**src/rtl/seg7_scan_decoder.sv**
```systemverilog
// seg7_scan_decoder
//
// Monitors a multiplexed, active-low 7-segment display bus and rebuilds the
// BCD value shown on each digit. The block registers each bus sample and
// waits until the same select/pattern pair has been seen STABLE times in a
// row. It then decodes that pattern into the digit's working slot. When every
// slot has been captured, it publishes the whole frame at once.
//
// Parameters
//   DIGITS  number of multiplexed digits (1..8)
//   STABLE  consecutive identical samples needed for a capture (1..15)
//
// Ports
//   iClk         system clock, rising edge
//   iRst         asynchronous active-high reset
//   iSeg[6:0]    segment lines {g,f,e,d,c,b,a}, active-low
//   iAn          anode selects, active-low, bit i selects digit i
//   oDigits      last complete frame, digit i at [4i+3:4i]
//   oBlank       per-digit blank flags of the last frame
//   oErr         any digit of the last frame was undecodable
//   oFrameValid  one-cycle pulse when the frame outputs update
//   oAnErr       one-cycle pulse for a sample with more than one anode low

module seg7_scan_decoder #(
    parameter int DIGITS = 8,
    parameter int STABLE = 2
) (
    input  logic                  iClk,
    input  logic                  iRst,
    input  logic [6:0]            iSeg,
    input  logic [DIGITS-1:0]     iAn,
    output logic [4*DIGITS-1:0]   oDigits,
    output logic [DIGITS-1:0]     oBlank,
    output logic                  oErr,
    output logic                  oFrameValid,
    output logic                  oAnErr
);

    localparam logic [3:0] STABLE_C = 4'(STABLE);

    logic [6:0]        s_seg;
    logic [DIGITS-1:0] s_an;
    logic [6:0]        prev_seg;
    logic [DIGITS-1:0] prev_an;
    logic [3:0]        run_cnt;
    logic [3:0]        run_cnt_nxt;

    logic [DIGITS-1:0] sel;
    logic              is_idle;
    logic              is_multi;
    logic              is_valid;
    logic              same_sample;
    logic              capture;

    logic [3:0]        dec_code;
    logic              dec_blank;
    logic              dec_err;

    logic [3:0]        slot_code [DIGITS];
    logic [DIGITS-1:0] slot_blank;
    logic [DIGITS-1:0] slot_err;
    logic [DIGITS-1:0] fill;
    logic              frame_done;

    // Returns {err, blank, code[3:0]} for an active-low segment pattern.
    function automatic logic [5:0] decode_seg(input logic [6:0] seg);
        logic [5:0] res;
        res = {2'b10, 4'hE};
        unique case (seg)
            7'b1000000: res = {2'b00, 4'd0};
            7'b1111001: res = {2'b00, 4'd1};
            7'b0100100: res = {2'b00, 4'd2};
            7'b0110000: res = {2'b00, 4'd3};
            7'b0011001: res = {2'b00, 4'd4};
            7'b0010010: res = {2'b00, 4'd5};
            7'b0000010: res = {2'b00, 4'd6};
            7'b1111000: res = {2'b00, 4'd7};
            7'b0000000: res = {2'b00, 4'd8};
            7'b0010000: res = {2'b00, 4'd9};
            7'b1111111: res = {2'b01, 4'hF};
            default:    res = {2'b10, 4'hE};
        endcase
        return res;
    endfunction

    // Active-high one-hot of the selected digit when the sample is valid.
    assign sel         = ~s_an;
    assign is_idle     = (sel == '0);
    // Clearing the lowest set bit leaves something only if two or more were set.
    assign is_multi    = !is_idle && ((sel & (sel - DIGITS'(1))) != '0);
    assign is_valid    = !is_idle && !is_multi;
    assign same_sample = (s_seg == prev_seg) && (s_an == prev_an);
    assign frame_done  = &fill;

    always_comb begin
        run_cnt_nxt = 4'd0;
        if (is_valid) begin
            if (!same_sample) begin
                run_cnt_nxt = 4'd1;
            end else if (run_cnt == STABLE_C) begin
                run_cnt_nxt = run_cnt;
            end else begin
                run_cnt_nxt = run_cnt + 4'd1;
            end
        end
    end

    // Capture only on the transition into STABLE, so a long dwell produces
    // exactly one capture even though the counter saturates there.
    assign capture = is_valid && (run_cnt_nxt == STABLE_C)
                     && !(same_sample && (run_cnt == STABLE_C));

    assign {dec_err, dec_blank, dec_code} = decode_seg(s_seg);

    // Input stage and run qualification.
    always_ff @(posedge iClk or posedge iRst) begin
        if (iRst) begin
            s_seg    <= '0;
            s_an     <= '1;
            prev_seg <= '0;
            prev_an  <= '1;
            run_cnt  <= 4'd0;
            oAnErr   <= 1'b0;
        end else begin
            s_seg    <= iSeg;
            s_an     <= iAn;
            prev_seg <= s_seg;
            prev_an  <= s_an;
            run_cnt  <= run_cnt_nxt;
            oAnErr   <= is_multi;
        end
    end

    // Working slots. When a frame is published, the fill mask and error flags
    // are cleared. A capture on that same edge still lands in its slot.
    always_ff @(posedge iClk or posedge iRst) begin
        if (iRst) begin
            fill       <= '0;
            slot_blank <= '0;
            slot_err   <= '0;
            for (int i = 0; i < DIGITS; i++) begin
                slot_code[i] <= 4'd0;
            end
        end else begin
            fill <= (frame_done ? '0 : fill) | (capture ? sel : '0);
            for (int i = 0; i < DIGITS; i++) begin
                if (capture && sel[i]) begin
                    slot_code[i]  <= dec_code;
                    slot_blank[i] <= dec_blank;
                    slot_err[i]   <= dec_err;
                end else if (frame_done) begin
                    slot_err[i]   <= 1'b0;
                end
            end
        end
    end

    // Published frame; holds until the next complete frame.
    always_ff @(posedge iClk or posedge iRst) begin
        if (iRst) begin
            oDigits     <= '1;
            oBlank      <= '0;
            oErr        <= 1'b0;
            oFrameValid <= 1'b0;
        end else begin
            oFrameValid <= frame_done;
            if (frame_done) begin
                for (int i = 0; i < DIGITS; i++) begin
                    oDigits[4*i +: 4] <= slot_code[i];
                end
                oBlank <= slot_blank;
                oErr   <= |slot_err;
            end
        end
    end

endmodule

```
**config.mk**
```make
export PLATFORM = sky130hd
export DESIGN_NAME = seg7_scan_decoder
export DESIGN_NICKNAME = d
export VERILOG_FILES = /design/src/rtl/seg7_scan_decoder.sv
export SDC_FILE = /design/constraint.sdc
export NUM_CORES = 1
export LEC_CHECK = 0
export ABC_AREA = 1
export BUFFER_PORTS_ARGS = -buffer_cell sky130_fd_sc_hd__clkbuf_2
export CAP_MARGIN = 15
export CORE_MARGIN = 3
export CORE_UTILIZATION = 40
export CTS_CLUSTER_DIAMETER = 200
export DETAILED_ROUTE_END_ITERATION = 12
export PLACE_DENSITY = 0.66
export SETUP_SLACK_MARGIN = 0.2
export SLEW_MARGIN = 20
export SYNTH_ARGS = -nofsm -noshare
export SYNTH_HDL_FRONTEND = slang
export SYNTH_SLANG_ARGS = --single-unit
export TNS_END_PERCENT = 5
```
**constraint.sdc**
```tcl
create_clock -name iClk -period 4.91 [get_ports iClk]
set_clock_uncertainty 0.2 [all_clocks]
set_input_delay 0.7365 -clock iClk [delete_from_list [all_inputs] [get_ports iClk]]
set_output_delay 0.7365 -clock iClk [all_outputs]
set_load 0.005 [all_outputs]
```
==> impl_metrics.csv, run 1 <==
group,metric,value,unit
critical_path,required,5060,ps
clock_network,cts_max_level,4,
floorplan,io-pin-count,60,
synth,synth_edf_count,0,
finish,areaGrowthSynthToFinish,19.76,%
floorplan,row_count,42,
finish,final_nets,710,
clock_network,cts_resized,0,
floorplan,die-area,15340,um2
critical_path,path_common_cell,"nand2_1",
critical_path,crit_path_max_fanout,58,
finish,postLayoutCellArea,6651,um2
status,status,"finished, final reports clean",
timing,slew_viol_final,0,
placement,io_buffers,59,
timing,tightest_slew,1010,ps
route,wire_per_inst,13.11,um
synth,syn_area,5554,um2
clock_network,clkSlewWorstSetupHoldPaths,60,ps
floorplan,die_x,123.8,um
critical_path,crit_path_max_incr_delay,800,ps
clock_network,numCtsBuffers,17,
clock_network,post-cts-setup-buffers,0,
timing,max_freq,365.6,MHz
global_route,grt_pass1_wl,19.51,mm
floorplan,die-height,123.8,um
power_and_ir_drop,leakage,3.559,nW
timing,min_period_over_period,0.5570,
synth,ys.flop_type,"dfrtp_1",
critical_path,cp-start-kind,"flop",
finish,drive_gt1_frac,0.2315,
clock_network,cts.sinks,133,
global_route,grt_max_degree,59,
timing,finalHoldViolCount,0,
critical_path,slowest_stage,"inv_2",
synth,synth.largest_area_cell,"dfrtp_1",
timing,final.min_clock_period,2735,ps
timing,slew_headroom,0.3241,
critical_path,cp.arrival,2890,ps
synth,synth-async-reset-ratio,1.000,
global_route,grt_use_total,0.1674,
global_route,grt_pass1_vias,3977,
critical_path,crit_chain,"inv_1 -> nor4_1 -> nand2_2 -> inv_2 -> nand2_1 -> nand2_1",
synth,ys_warn_count,0,
synth,yosys_register_bits,133,
route,avgViaCountPerCell,4.675,
hold_path,hp-class,"primary input to asynchronous set/reset pin",
global_route,grt.overflow.total,0,
synth,synth_seq_area_share,0.6100,
power_and_ir_drop,ir_drop,0.0002204,V
route,drt-initial-drc-count,259,
placement,pre_cts_ws,1811,ps
route,drc_errors,0,
synth,postSynthCellCount,624,
finish,n_fill_cell,1266,
route,vias,4114,
clock_network,cts_hold_buf,0,
run,cap_violations,0,
placement,place_congestion,0.8769,
synth,yosysUniqueCellTypes,32,
floorplan,coreArea,13400,um2
synth,synthTopCellsByArea,"dfrtp_1 (38%), dfstp_2 (23%), nand2_1 (18%)",
finish,antennaDiodeCount,0,
timing,rsz0062_at_grt,"false",
clock_network,clkLatencyLatePin,420,ps
critical_path,end_kind,"flop",
critical_path,crit_type,"flop to flop",
synth,syn-num-nets,643,
placement,dp.final_hpwl,7.825,mm
clock_network,cts_tree,"built",
route,drt-total-wl,11.54,mm
power_and_ir_drop,powerDensity,380.2,nW/um2
clock_network,cts.path.max_buffers,2,
route,drtPass1Iterations,5,
synth,avgSynthCellArea,8.901,um2
synth,yosysTopAreaCellShare,0.3830,
timing,fin_ws,2175,ps
timing,finalSetupViolations,0,
placement,dpl_cell_area,6026,um2
clock_network,cts_root_buffer,"clkbuf_16",
floorplan,initial_core_util,0.4145,
route,detail-route-antenna-nets,0,
global_route,antenna_found_initial,0,
timing,tns,0,ps
==> synth_stat cells (6+ instances only) <==
| master | count |
|---|---|
| clkbuf_1 | 7 |
| dfrtp_1 | 85 |
| dfstp_2 | 48 |
| inv_1 | 65 |
| nand2_1 | 272 |
| nand3_1 | 19 |
| nand4_1 | 11 |
| nor2_1 | 31 |
| nor3_1 | 10 |
| o21ai_0 | 27 |
| o21ai_1 | 6 |
==> per-layer routing <==
layer | vias to the layer above | part of all wire | GRT usage
met1 | 1953 | 0.46 | 0.2176
met5 | - | 0 | 0
li1 | 2079 | - | -
met2 | 70 | 0.47 | 0.2616
met4 | 0 | 0.012 | 0.05329
met3 | 12 | 0.049 | 0.06131
==> power by group <==
group	switching (W)	internal [W]	total (W)
clock	0.000464	0.000864	0.00133
sequential	0.0000154	0.00112	0.00113
combinational	0.0000509	0.0000181	0.0000691
==> kinds of logic (layout without fill, tap and decap cells) <==
logic type | count (synthesis) | in the layout | share of synthesized area
AOI/OAI and AO/OA | 37 | 37 | 0.03379
adders and majority gates | 2 | 2 | 0.004505
buffers and inverters | 81 | 161 | 0.05834
and+or+nand+nor | 368 | 368 | 0.2886
DFF | 133 | 133 | 0.6100
xor gates and xnor gates | 3 | 3 | 0.004732
==> area by class of cell <==
class | instances | area (um2) | share of cell area
Clock inverter | 12 | 178.9 | 0.02690
Clock buffer | 20 | 446.7 | 0.06716
Tap cell | 176 | 220.2 | 0.03311
Sequential cell | 133 | 3388 | 0.5094
Multi-Input combinational cell | 410 | 1849 | 0.2780
Timing Repair Buffer | 61 | 310.3 | 0.04665
Inverter | 68 | 257.7 | 0.03875
==> path summary, 6_finish.rpt <==
| kind | slack, ps | startpoint | to | depth (start not counted) |
|---|---|---|---|---|
| hold / removal | 150 | iRst | oBlank[5] | 2 |
| hold reg to reg | 200 | s_an[6] | prev_an[6] | 0 |
| setup reg to reg | 2170 | fill[4] | oDigits[10] | 6 |
| setup / recovery | 2170 | fill[4] | oDigits[10] | 6 |
| min in group iClk | 200 | s_an[6] | prev_an[6] | 0 |
| max in group asynchronous | 3360 | iRst | slot_code[4] | 3 |
==> sequential cells by signal, summed over array words and instances (netlist names) <==
| register | cells |
|---|---|
| fill | 8 |
| oDigits | 32 |
| oAnErr | 1 |
| slot_blank | 8 |
| oBlank | 8 |
| slot_err | 8 |
| oFrameValid | 1 |
| prev_seg | 7 |
| run_cnt | 4 |
| s_an | 8 |
| prev_an | 8 |
| slot_code | 32 |
| s_seg | 7 |
| oErr | 1 |
==> placed cells by master, fill, tap and decap left out, drive strengths merged, types with 4 or more instances in the layout <==
cell | netlist | routed
nor2 | 36 | 36
inv | 68 | 69
nand2 | 274 | 274
bufinv | 0 | 4
nor3 | 10 | 10
dfrtp | 85 | 85
nor4 | 5 | 5
o21ai | 33 | 33
clkbuf | 7 | 79
nand3 | 27 | 27
clkinv | 0 | 7
dfstp | 48 | 48
nand4 | 12 | 12
==> worst max-delay path: cells and delay by family (launching register included) <==
kind / cells / cell delay (ps)
flops: 1 / 330
simple gates: 4 / 1250
buf+inv: 2 / 850
==> through the flow <==
stage / util / total power, W / hold slack [ps] / std cells
2_1_floorplan: - / 0.001194 / 148.7 / 624
3_3_place_gp: 0.4497 / 0.001218 / 195.7 / 848
3_5_place_dp: 0.4497 / 0.001221 / 194.2 / 848
4_1_cts: 0.4964 / 0.002566 / 154.1 / 880
5_1_grt: 0.4964 / 0.002633 / 175.6 / 880
6_report: 0.4964 / 0.002529 / 152.2 / 880
(Power assumes the default switching activity.)
==> run 2: changes to the inputs <==
- ABC_AREA: 1 -> 0
- PLACE_DENSITY: 0.66 -> 0.68
- clock period: 4.91 -> 2.3 ns (I/O delays scaled with it)
==> run 2 against run 1 <==
Compared with the run above: the run now ends with negative setup slack left; routed wire length grew 3.4%; clock power grew 110%; flip-flop and latch count is the same; combinational power grew to 3.2 times the previous value; sequential share of layout area shrank 4.3 points; synthesized cell count shrank 26%; power grew 120%.
==> impl_metrics.csv, run 2 <==
group,metric,value,unit
finish,antennaDiodeCount,0,
clock_network,cts_tree,"built",
global_route,antenna_found_initial,0,
floorplan,io-pin-count,60,
synth,synthTopCellsByArea,"dfrtp_1 (39%), dfstp_2 (23%), mux2_4 (11%)",
synth,yosysUniqueCellTypes,43,
clock_network,numCtsBuffers,17,
synth,ys.flop_type,"dfrtp_1",
timing,rsz0062_at_grt,"true",
global_route,grt_use_total,0.1655,
finish,reg.largest.list,"oDigits (32), slot_code (32)",
route,detail-route-antenna-nets,0,
timing,max_freq,381.2,MHz
clock_network,cts.path.max_buffers,2,
clock_network,cts.sinks,133,
synth,avgSynthCellArea,11.95,um2
floorplan,die_x,123.5,um
global_route,grt.overflow.total,0,
synth,synth.largest_area_cell,"dfrtp_1",
clock_network,clkLatencyLatePin,420,ps
route,drt-initial-drc-count,214,
finish,areaGrowthSynthToFinish,31.47,%
floorplan,die-area,15250,um2
route,drtPass1Iterations,4,
floorplan,die-height,123.5,um
timing,whs,181.2,ps
placement,pre_cts_ws,-430.4,ps
synth,synth.most_common_cell,"nand2_1",
critical_path,required,2400,ps
status,status,"complete, but fails checks",
power_and_ir_drop,ir_drop,0.0005707,V
placement,io_buffers,59,
clock_network,cts_root_buffer,"clkbuf_16",
finish,final_common_cell,"nand2_1",
synth,postSynthCellCount,462,
timing,tns,-12800,ps
timing,finalHoldViolCount,0,
critical_path,end_kind,"flop",
global_route,grt_pass1_wl,19.44,mm
route,avgViaCountPerCell,4.868,
route,wire_per_inst,15.45,um
critical_path,cp-start-kind,"flop",
synth,syn_area,5523,um2
global_route,grt_max_degree,57,
synth,synth_seq_area_share,0.6135,
synth,ys_warn_count,0,
clock_network,cts_max_level,4,
floorplan,row_count,42,
timing,slew_headroom,0.6263,
run,cap_violations,0,
synth,synth-async-reset-ratio,1.000,
synth,yosys_register_bits,133,
critical_path,cp.arrival,2720,ps
power_and_ir_drop,power.total,0.005462,W
synth,synth_common_cells,"nand2_1 (153), dfrtp_1 (85), dfstp_2 (48)",
status,violations,"negative setup slack",
timing,finalSetupViolations,56,
synth,yosysTopAreaCellShare,0.3851,
finish,layout_common_cells,"nand2_1 (152), dfrtp_1 (85), clkbuf_2 (59), dfstp_2 (48), buf_4 (45)",
timing,final.min_clock_period,2624,ps
timing,slew_viol_final,0,
critical_path,r2r_slack,-320,ps
floorplan,coreArea,13350,um2
power_and_ir_drop,leakage,3.658,nW
timing,min_period_over_period,1.141,
synth,synth_edf_count,0,
hold_path,hp-class,"flop to flop",
floorplan,initial_core_util,0.4138,
clock_network,clkSlewWorstSetupHoldPaths,60,ps
placement,dp.final_hpwl,7.817,mm
placement,place_congestion,0.7394,
route,drt-total-wl,11.93,mm
route,vias,3758,
timing,fin_ws,-323.5,ps
timing,tightest_slew,559.3,ps
power_and_ir_drop,powerDensity,752.2,nW/um2
finish,drive_gt1_frac,0.4362,
route,drc_errors,0,
critical_path,crit_path_max_fanout,8,
critical_path,crit_type,"flop to flop",
finish,final_nets,602,
global_route,grt_pass1_vias,3958,
synth,syn-num-nets,481,
run 2: cell types whose count changed after synthesis, sizes merged, moves of 8 or more:
| cell | before | now |
|---|---|---|
| or3 | 0 | 10 |
| xor2 | 2 | 13 |
| or4 | 0 | 8 |
| nand3 | 27 | 5 |
| nor2 | 36 | 10 |
| nand4 | 12 | 3 |
| nand2 | 274 | 154 |
| mux2 | 0 | 41 |
| o21ai | 33 | 3 |
| mux2i | 0 | 9 |
| inv | 68 | 3 |
run 2: report_power, final:
group | total [W] | switching [W] | leakage, nW | internal, W
registers | 0.00240 | 0.0000209 | 1.65 | 0.00238
clock network | 0.00284 | 0.00101 | 0.303 | 0.00183
logic | 0.000220 | 0.000119 | 1.71 | 0.000101
run 2: area by class of cell:
cell class                 instances  area (um2)
multi-input combinational        301        2100
clock inverter                    10       145.1
fill                            1135        6087
clock buffer                      22       484.2
sequential                       133        3388
inverter                           4       18.77
tap                              176       220.2
timing repair buffer             126       904.6
run 2: worst max-delay path: stages, from the launching register on:
cell and delay (ps):
dfrtp_1 390, buf_4 140, ha_2 190, nor4_4 190, a31oi_4 90, or4_4 520, or3_4 460, mux2_4 320
run 2: logic make-up (layout without fill, tap and decap cells):
kind of cell / after synthesis / after routing / synth area share
buffers and inverters: 28 / 162 / 0.03081
AOI/OAI and AO/OA: 18 / 18 / 0.02402
adders and majority gates: 3 / 3 / 0.006343
xor gates and xnor gates: 19 / 19 / 0.03013
and+or+nand+nor: 211 / 211 / 0.1681
muxes: 50 / 50 / 0.1271
DFF: 133 / 133 / 0.6135
run 2: routing by layer:
layer,part of all wire,global-route usage,up-vias
li1,-,-,1786
met2,0.50,0.2735,94
met3,0.045,0.05261,17
met4,0.015,0.05675,0
met1,0.44,0.2055,1861
met5,0,0,-
run 2: per-stage QoR:
step	instance area, um2	utilization	instances
after floorplan	5529	-	462
after global placement	6312	0.4729	721
after detailed placement	6312	0.4729	721
after CTS	7193	0.5389	770
after global routing	7261	0.5440	772
final	7261	0.5440	772
run 2: final timing paths:
| kind | start | to | cells past startpoint |
|---|---|---|---|
| max | run_cnt[0] | slot_code[19] | 7 |
| min | s_an[5] | prev_an[5] | 0 |
| max reg2reg | run_cnt[0] | slot_code[19] | 7 |
| min reg2reg | s_an[5] | prev_an[5] | 0 |
| max in group asynchronous | iRst | oDigits[30] | 4 |
| min in group asynchronous | iRst | oAnErr | 3 |
run 2: timing repair:
item                                    CTS  global route
hold buffers                             16             0
gates resized for setup                  15            10
hold endpoints to repair                 28             0
setup buffers                             1             2
endpoints found under the setup margin   59            60
pin swaps                                 2             7
